File: src/rtl/inst_mem_loader.sv
// Streams bytes from an upstream source into big-endian 32-bit words and writes
// them to instruction memory, holding the core frozen for the whole load.
module inst_mem_loader #(
  parameter int ADDR_STEP = 4,
  parameter int COUNT_W   = 8
) (
  input  logic               clk,
  input  logic               reset,
  input  logic               start,
  input  logic [COUNT_W-1:0] word_count,
  input  logic [31:0]        base_addr,
  input  logic               byte_valid,
  input  logic [7:0]         byte_data,
  output logic               byte_ready,
  output logic               mem_we,
  output logic [31:0]        mem_addr,
  output logic [31:0]        mem_wdata,
  output logic               core_hold,
  output logic               done,
  output logic [COUNT_W-1:0] words_written,
  output logic [1:0]         dbgState
);

  localparam logic [1:0] IDLE  = 2'd0;
  localparam logic [1:0] RECV  = 2'd1;
  localparam logic [1:0] WRITE = 2'd2;
  localparam logic [1:0] DONE  = 2'd3;

  logic [1:0]         state;
  logic [1:0]         nextState;
  logic [COUNT_W-1:0] wordTarget;
  logic [COUNT_W-1:0] wordsDone;
  logic [COUNT_W-1:0] wordsInc;
  logic [31:0]        curAddr;
  logic [31:0]        shiftBuf;
  logic [31:0]        memAddrQ;
  logic [31:0]        memWdataQ;
  logic [1:0]         byteIdx;
  logic               byteFire;
  logic               lastByte;
  logic               lastWord;

  // Byte handshake: a byte moves on a rising edge where byte_valid and
  // byte_ready are both 1. byte_ready is a pure function of state (never of
  // byte_valid); upstream keeps byte_data stable while byte_valid waits.
  assign byte_ready = (state == RECV);
  assign byteFire   = byte_valid && byte_ready;
  assign lastByte   = byteFire && (byteIdx == 2'd3);
  assign wordsInc   = wordsDone + COUNT_W'(1);
  assign lastWord   = (wordsInc == wordTarget);

  assign mem_we        = (state == WRITE);
  assign done          = (state == DONE);
  assign core_hold     = (state != IDLE);
  assign mem_addr      = memAddrQ;
  assign mem_wdata     = memWdataQ;
  assign words_written = wordsDone;
  assign dbgState      = state;

  always_comb begin
    nextState = state;
    case (state)
      IDLE: begin
        if (start) begin
          nextState = (word_count == '0) ? DONE : RECV;
        end
      end
      RECV: begin
        if (lastByte) begin
          nextState = WRITE;
        end
      end
      WRITE: begin
        nextState = lastWord ? DONE : RECV;
      end
      DONE: begin
        nextState = IDLE;
      end
      default: begin
        nextState = IDLE;
      end
    endcase
  end

  always_ff @(posedge clk) begin
    if (!reset) begin
      state      <= IDLE;
      wordTarget <= '0;
      wordsDone  <= '0;
      curAddr    <= '0;
      shiftBuf   <= '0;
      memAddrQ   <= '0;
      memWdataQ  <= '0;
      byteIdx    <= '0;
    end else begin
      state <= nextState;
      case (state)
        IDLE: begin
          if (start) begin
            wordTarget <= word_count;
            curAddr    <= base_addr;
            wordsDone  <= '0;
            byteIdx    <= '0;
          end
        end
        RECV: begin
          if (byteFire) begin
            shiftBuf <= {shiftBuf[23:0], byte_data};
            byteIdx  <= byteIdx + 2'd1;
          end
          // Memory-side registers only change here, so they stay quiet
          // whenever the write strobe is low.
          if (lastByte) begin
            memAddrQ  <= curAddr;
            memWdataQ <= {shiftBuf[23:0], byte_data};
          end
        end
        WRITE: begin
          curAddr   <= curAddr + 32'(ADDR_STEP);
          wordsDone <= wordsInc;
        end
        default: begin
        end
      endcase
    end
  end

endmodule

File: config.mk
export PLATFORM = sky130hd
export DESIGN_NAME = inst_mem_loader
export DESIGN_NICKNAME = d
export VERILOG_FILES = /design/src/rtl/inst_mem_loader.sv
export SDC_FILE = /design/constraint.sdc
export NUM_CORES = 1
export LEC_CHECK = 0
export ABC_CLOCK_PERIOD_IN_PS = 2500
export CAP_MARGIN = 20
export CORE_ASPECT_RATIO = 2
export CORE_MARGIN = 3
export CORE_UTILIZATION = 47
export CTS_CLUSTER_SIZE = 14
export DETAILED_ROUTE_END_ITERATION = 10
export GPL_ROUTABILITY_DRIVEN = 0
export PLACE_DENSITY_LB_ADDON = 0.1
export SLEW_MARGIN = 10
export SYNTH_ARGS = -nofsm -noshare
export SYNTH_HDL_FRONTEND = slang
export SYNTH_SLANG_ARGS = --single-unit
File: constraint.sdc
create_clock -name clk -period 2.5 [get_ports clk]
set_clock_uncertainty 0.15 [all_clocks]
set_input_delay 0.375 -clock clk [delete_from_list [all_inputs] [get_ports clk]]
set_output_delay 0.375 -clock clk [all_outputs]
set_load 0.03 [all_outputs]
Yosys cells after proc, flatten, opt, wreduce, memory -nomap -nowiden. Cells that the tools add are included.

Word-level logic and storage cells: 44. Register bits: 140.

Muxes and demuxes: 12. Equal/unequal tests: 8. $add $sub $neg: 3. Reductions and logical operators: 13.

Operators with widths (number): one-hot mux 32 bit (2 select lines) (1); adder 32 x 3 -> 32 bit, second input constant (1); two-way mux 32 bit (1); one-hot mux 8 bit (2 select lines) (1); two-way mux 2 bit (6); AND reduction 2 bit (5); adder 8 x 1 -> 8 bit, second input constant (1); equality test 8 bit (1); logical NOT 8 bit (1); two-way mux 8 bit (1); one-hot mux 2 bit (4 select lines) (1); equality test 2 bit, second input constant (3); nonzero test 2 bit (3); != test 2 x 1 -> 1 bit, second input constant (2); one-hot mux 2 bit (2 select lines) (1); AND reduction 3 bit (1); adder 2 x 1 -> 2 bit, second input constant (1); equality test 2 x 1 -> 1 bit, second input constant (1); logical AND 1 bit (2); logical NOT 2 bit (1); != test 2 bit, second input constant (1).

Longest topological paths before layout.
Depth in word-level cells: 5. Mapped depth: 8. Mapped depth without buffers: 6.

Worst setup path before layout. Ideal clock, no wire load.

Path kind: flip-flop to flip-flop. From: reg state[0] (netlist: dbgState[0]). To: reg memAddrQ[21] (netlist: mem_addr[21]). Stages on the path, launching flop included: 8. Slack: 0.076 ns. Path buffers: 2. Period minus slack after synthesis: 2.424 ns. Required time: 2.218 ns. Arrival time: 2.142 ns. Cells stage by stage: dfxtp_1 > nor2b_1 > and2_1 > clkbuf_1 > nand2_1 > clkbuf_1 > nand2_1 > a21oi_1.

Word-level cells in the longest chain between the ends: 4.

RTL lines: start: declaration (RTL line 29) `logic [1:0] state;`; start signal: assignment (RTL line 96) `state <= nextState;`; equality test 2 x 1 -> 1 bit (*) (RTL line 46) `assign byte_ready = (state == RECV);`; named net byte_ready (RTL line 14) `output logic byte_ready,`; logical AND 1 bit (RTL line 47) `assign byteFire = byte_valid && byte_ready;`; logical AND 1 bit (RTL line 48) `assign lastByte = byteFire && (byteIdx == 2'd3);`; AND reduction 2 bit (no line) (*); end signal: assignment (RTL line 114) `memAddrQ <= curAddr;`; end: declaration (RTL line 36) `logic [31:0] memAddrQ;`.

Mark *: on every way through the listed nets, which the timed path passes. The rest lies on a longest branch. A chain may end at the register's enable or synchronous reset.

Final worst setup path.
From: reg state[1] (netlist: dbgState[1]). To: out core_hold.

Word-level cells in the longest chain between the ends: 1.

RTL lines: nonzero test 2 bit (RTL line 54) `assign core_hold = (state != IDLE);`; end: declaration (RTL line 18) `output logic core_hold,`.

Every way passes these cells.

==> results.json <==
{
  "ant_nets": 0,
  "fin_crit_sh": 0.940,
  "netlist_top_cells_count": "nand2_1 (226), dfxtp_1 (140), a21oi_1 (138), clkbuf_1 (50), nor2_1 (34)",
  "hold_path.class": "reg2reg",
  "p_int_mw": 3.93,
  "grt_overflow_total": 0,
  "max_slew_margin": 0.621,
  "setup_viol": 0,
  "rr_endpoint": "curAddr[22]",
  "cts_resized": 0,
  "synthesis.nets": 837,
  "worstRegToRegCells": 6,
  "antenna_cells": 0,
  "finish.instance_area_mm2": 0.00810,
  "path_buf_inv": 2,
  "synth_edf_count": 0,
  "core_mm2": 0.0123,
  "wl_per_cell_um": 17.6,
  "synth-async-reset-ratio": 0,
  "h-tree-depth": 4,
  "worst_path_max_delay_cell": "clkdlybuf4s50_1",
  "fp.dieH_um": 166,
  "hold_path_end": "mem_wdata[28]",
  "r2r_slack_ns": 0.24,
  "timing_worst_setup_path_type": "reg2out",
  "synth_flop_cell": "dfxtp_1",
  "syn-cell-area_mm2": 0.00599,
  "cts_tree": "done",
  "critPathRequiredTime_ns": 1.98,
  "fin_crit_ns": 2.35,
  "ys_ff_latch": 140,
  "drt-initial-drc-count": 366,
  "wl_um": 18700,
  "grt.total_usage": 0.266,
  "yosysTopAreaCellShare": 0.468,
  "routed-wl-met2_um": 10100,
  "numCtsBuffers": 17,
  "p_seq_frac": 0.447,
  "critPathMaxStageDelay_ns": 0.59,
  "drv_slew": 0,
  "path_cells": "buf_4 > or2_2 > clkdlybuf4s50_1",
  "yosysMostFrequentCell": "nand2_1",
  "avgSynthCellArea_um2": 7.66,
  "hp-start": "shiftBuf[20]",
  "root_buffer": "clkbuf_16",
  "hold_depth": 2,
  "end_kind": "output port",
  "postSynthCellCount": 782,
  "fmax_mhz": 425,
  "drc_errors": 0,
  "port_buffers": 129,
  "finalHoldViolations": 0,
  "post_cts_buffers": 0,
  "status": "completed",
  "leakagePower_nw": 2.83,
  "worstMarginPinSlew_ns": 0.567,
  "io_pins": 130,
  "cp_top_family": "buffers and inverters",
  "design.die.area_mm2": 0.0142,
  "drv_cap": 0,
  "route.met3.wl_um": 1160,
  "clk_pin_slew_ns": 0.06,
  "viasPerCell": 5.83,
  "die_w_um": 85.8,
  "synth.yosys.seq_area_share": 0.468,
  "postCtsHoldBufs": 0,
  "dpl-instance-area_mm2": 0.00753,
  "met1Wirelength_um": 6230,
  "rows": 57,
  "pwr-share-comb": 0.091,
  "place_hpwl_um": 13200,
  "drive_gt1_frac": 0.0895,
  "switching_share": 0.259,
  "setup_tns_ns": 0,
  "grt_pass1_wl_um": 30000,
  "antenna_found_initial": 0,
  "yosysTopAreaCell": "dfxtp_1",
  "power-per-cell-area_mw_per_mm2": 654,
  "timing.rr.start": "curAddr[2]",
  "yosysWarnings": 0,
  "crit_arrival_ns": 1.83,
  "cts.sinks": 140,
  "cp_max_fo": 12,
  "p_sw_mw": 1.37,
  "worstSetupStartpointType": "register",
  "clockBufferDepth": 2,
  "nets": 958,
  "clk_latency_ns": 0.42,
  "rsz0062_at_grt": "false",
  "synthTopCellsByArea": "dfxtp_1 (47%), nand2_1 (14%), a21oi_1 (12%)",
  "top_layer_used": "met4",
  "first_pass_iters": 5,
  "vdd_drop_max_uv": 573,
  "p_clk_frac": 0.462,
  "synth.distinct_cells": 57,
  "layout-area-overhead-vs-synth_pct": 35.3,
  "grt_pass1_vias": 6140,
  "num_vias": 6202,
  "start_util": 0.486,
  "grt_max_degree": 65
}
worst reg2reg max path, stage by stage, from the launching register on:
cell	delay [ns]
dfxtp_1	0.43
ha_1	0.27
nand4_1	0.11
or4_1	0.60
or2_1	0.32
o211ai_1	0.17
a21oi_1	0.09
flip-flops by register name (all words and copies together) (netlist names):
register and flops:
byteIdx 2, dbgState 2, curAddr 32, words_written 8
mem_wdata 32, mem_addr 32, wordTarget 8, shiftBuf 24
cells in the final DEF (no fill, tap or decap), drive strengths merged, types with 2 or more instances in the layout:
cell           Yosys  layout
nand2            227     227
dfxtp            140     140
a21oi            138     138
clkdlybuf4s50      0     127
buf               10      35
nor2              34      34
nand4             20      20
o21ai             19      19
nand3             18      18
clkbuf            51      18
nor4              13      13
inv                5      12
a22oi             11      11
nor3               7       7
xor2               7       7
xnor2              7       7
clkinv             1       7
and3               6       6
or3                5       5
o211ai             5       5
and2               4       4
nor2b              4       4
a31oi              4       4
mux2i              4       4
o221ai             3       3
o22ai              3       3
a2bb2oi            3       3
o21a               3       3
ha                 3       3
nand2b             2       2
and4               2       2
nand4b             2       2
a211oi             2       2
a21o               2       2
o31ai              2       2
or2                2       2
kinds of logic (layout without fill, tap and decap cells):
group,after synthesis,in the layout,synth area share
xor+xnor,14,14,0.0205
flops,140,140,0.468
mux,4,4,0.00668
fa+ha+maj,3,3,0.00627
buf+inv,67,201,0.0449
compound gates,206,206,0.196
simple gates,348,348,0.258
metrics by stage:
stage                     setup slack (ns)   util  std cells  power, mW  hold WS, ns
after global routing                0.0857  0.657       1063       5.48        0.321
final                                0.149  0.657       1063       5.30        0.300
after floorplan                     0.0756      -        782       2.66        0.282
after global placement               0.344  0.610       1031       2.88        0.293
after detailed placement             0.280  0.610       1031       2.89        0.297
after CTS                           0.0553  0.657       1063       5.32        0.306
worst max path at each step:
stage	from	to	slack [ns]	cells after the start
2_1_floorplan	dbgState[0]	mem_addr[21]	0.08	7
3_3_place_gp	start	curAddr[23]	0.34	6
3_5_place_dp	curAddr[2]	curAddr[22]	0.28	6
4_1_cts	dbgState[0]	byte_ready	0.06	2
5_1_grt	dbgState[0]	done	0.09	3
6_report	dbgState[1]	core_hold	0.15	3
power by group through the flow:
stage                     logic (mW)  registers [mW]  clock network (mW)
after floorplan                0.270            2.39                   0
after global placement         0.466            2.41                   0
after detailed placement       0.476            2.42                   0
after CTS                      0.481            2.37                2.47
after global routing           0.526            2.38                2.58
final                          0.485            2.37                2.45
final cells by class:
type	count	area, um2
multi-input cells	575	2930
fillers	1108	4240
repair buffers	163	1600
flip-flops and latches	140	2800
inverters	6	23.8
clock inverters	14	131
clock buffers	18	439
well taps	147	184
routing by layer:
layer / GRT usage / vias up
met3: 0.0631 / 75
li1: - / 2939
met5: 0 / -
met1: 0.258 / 2904
met4: 0.178 / 0
met2: 0.482 / 284
Power figures use the tool's default switching activity.
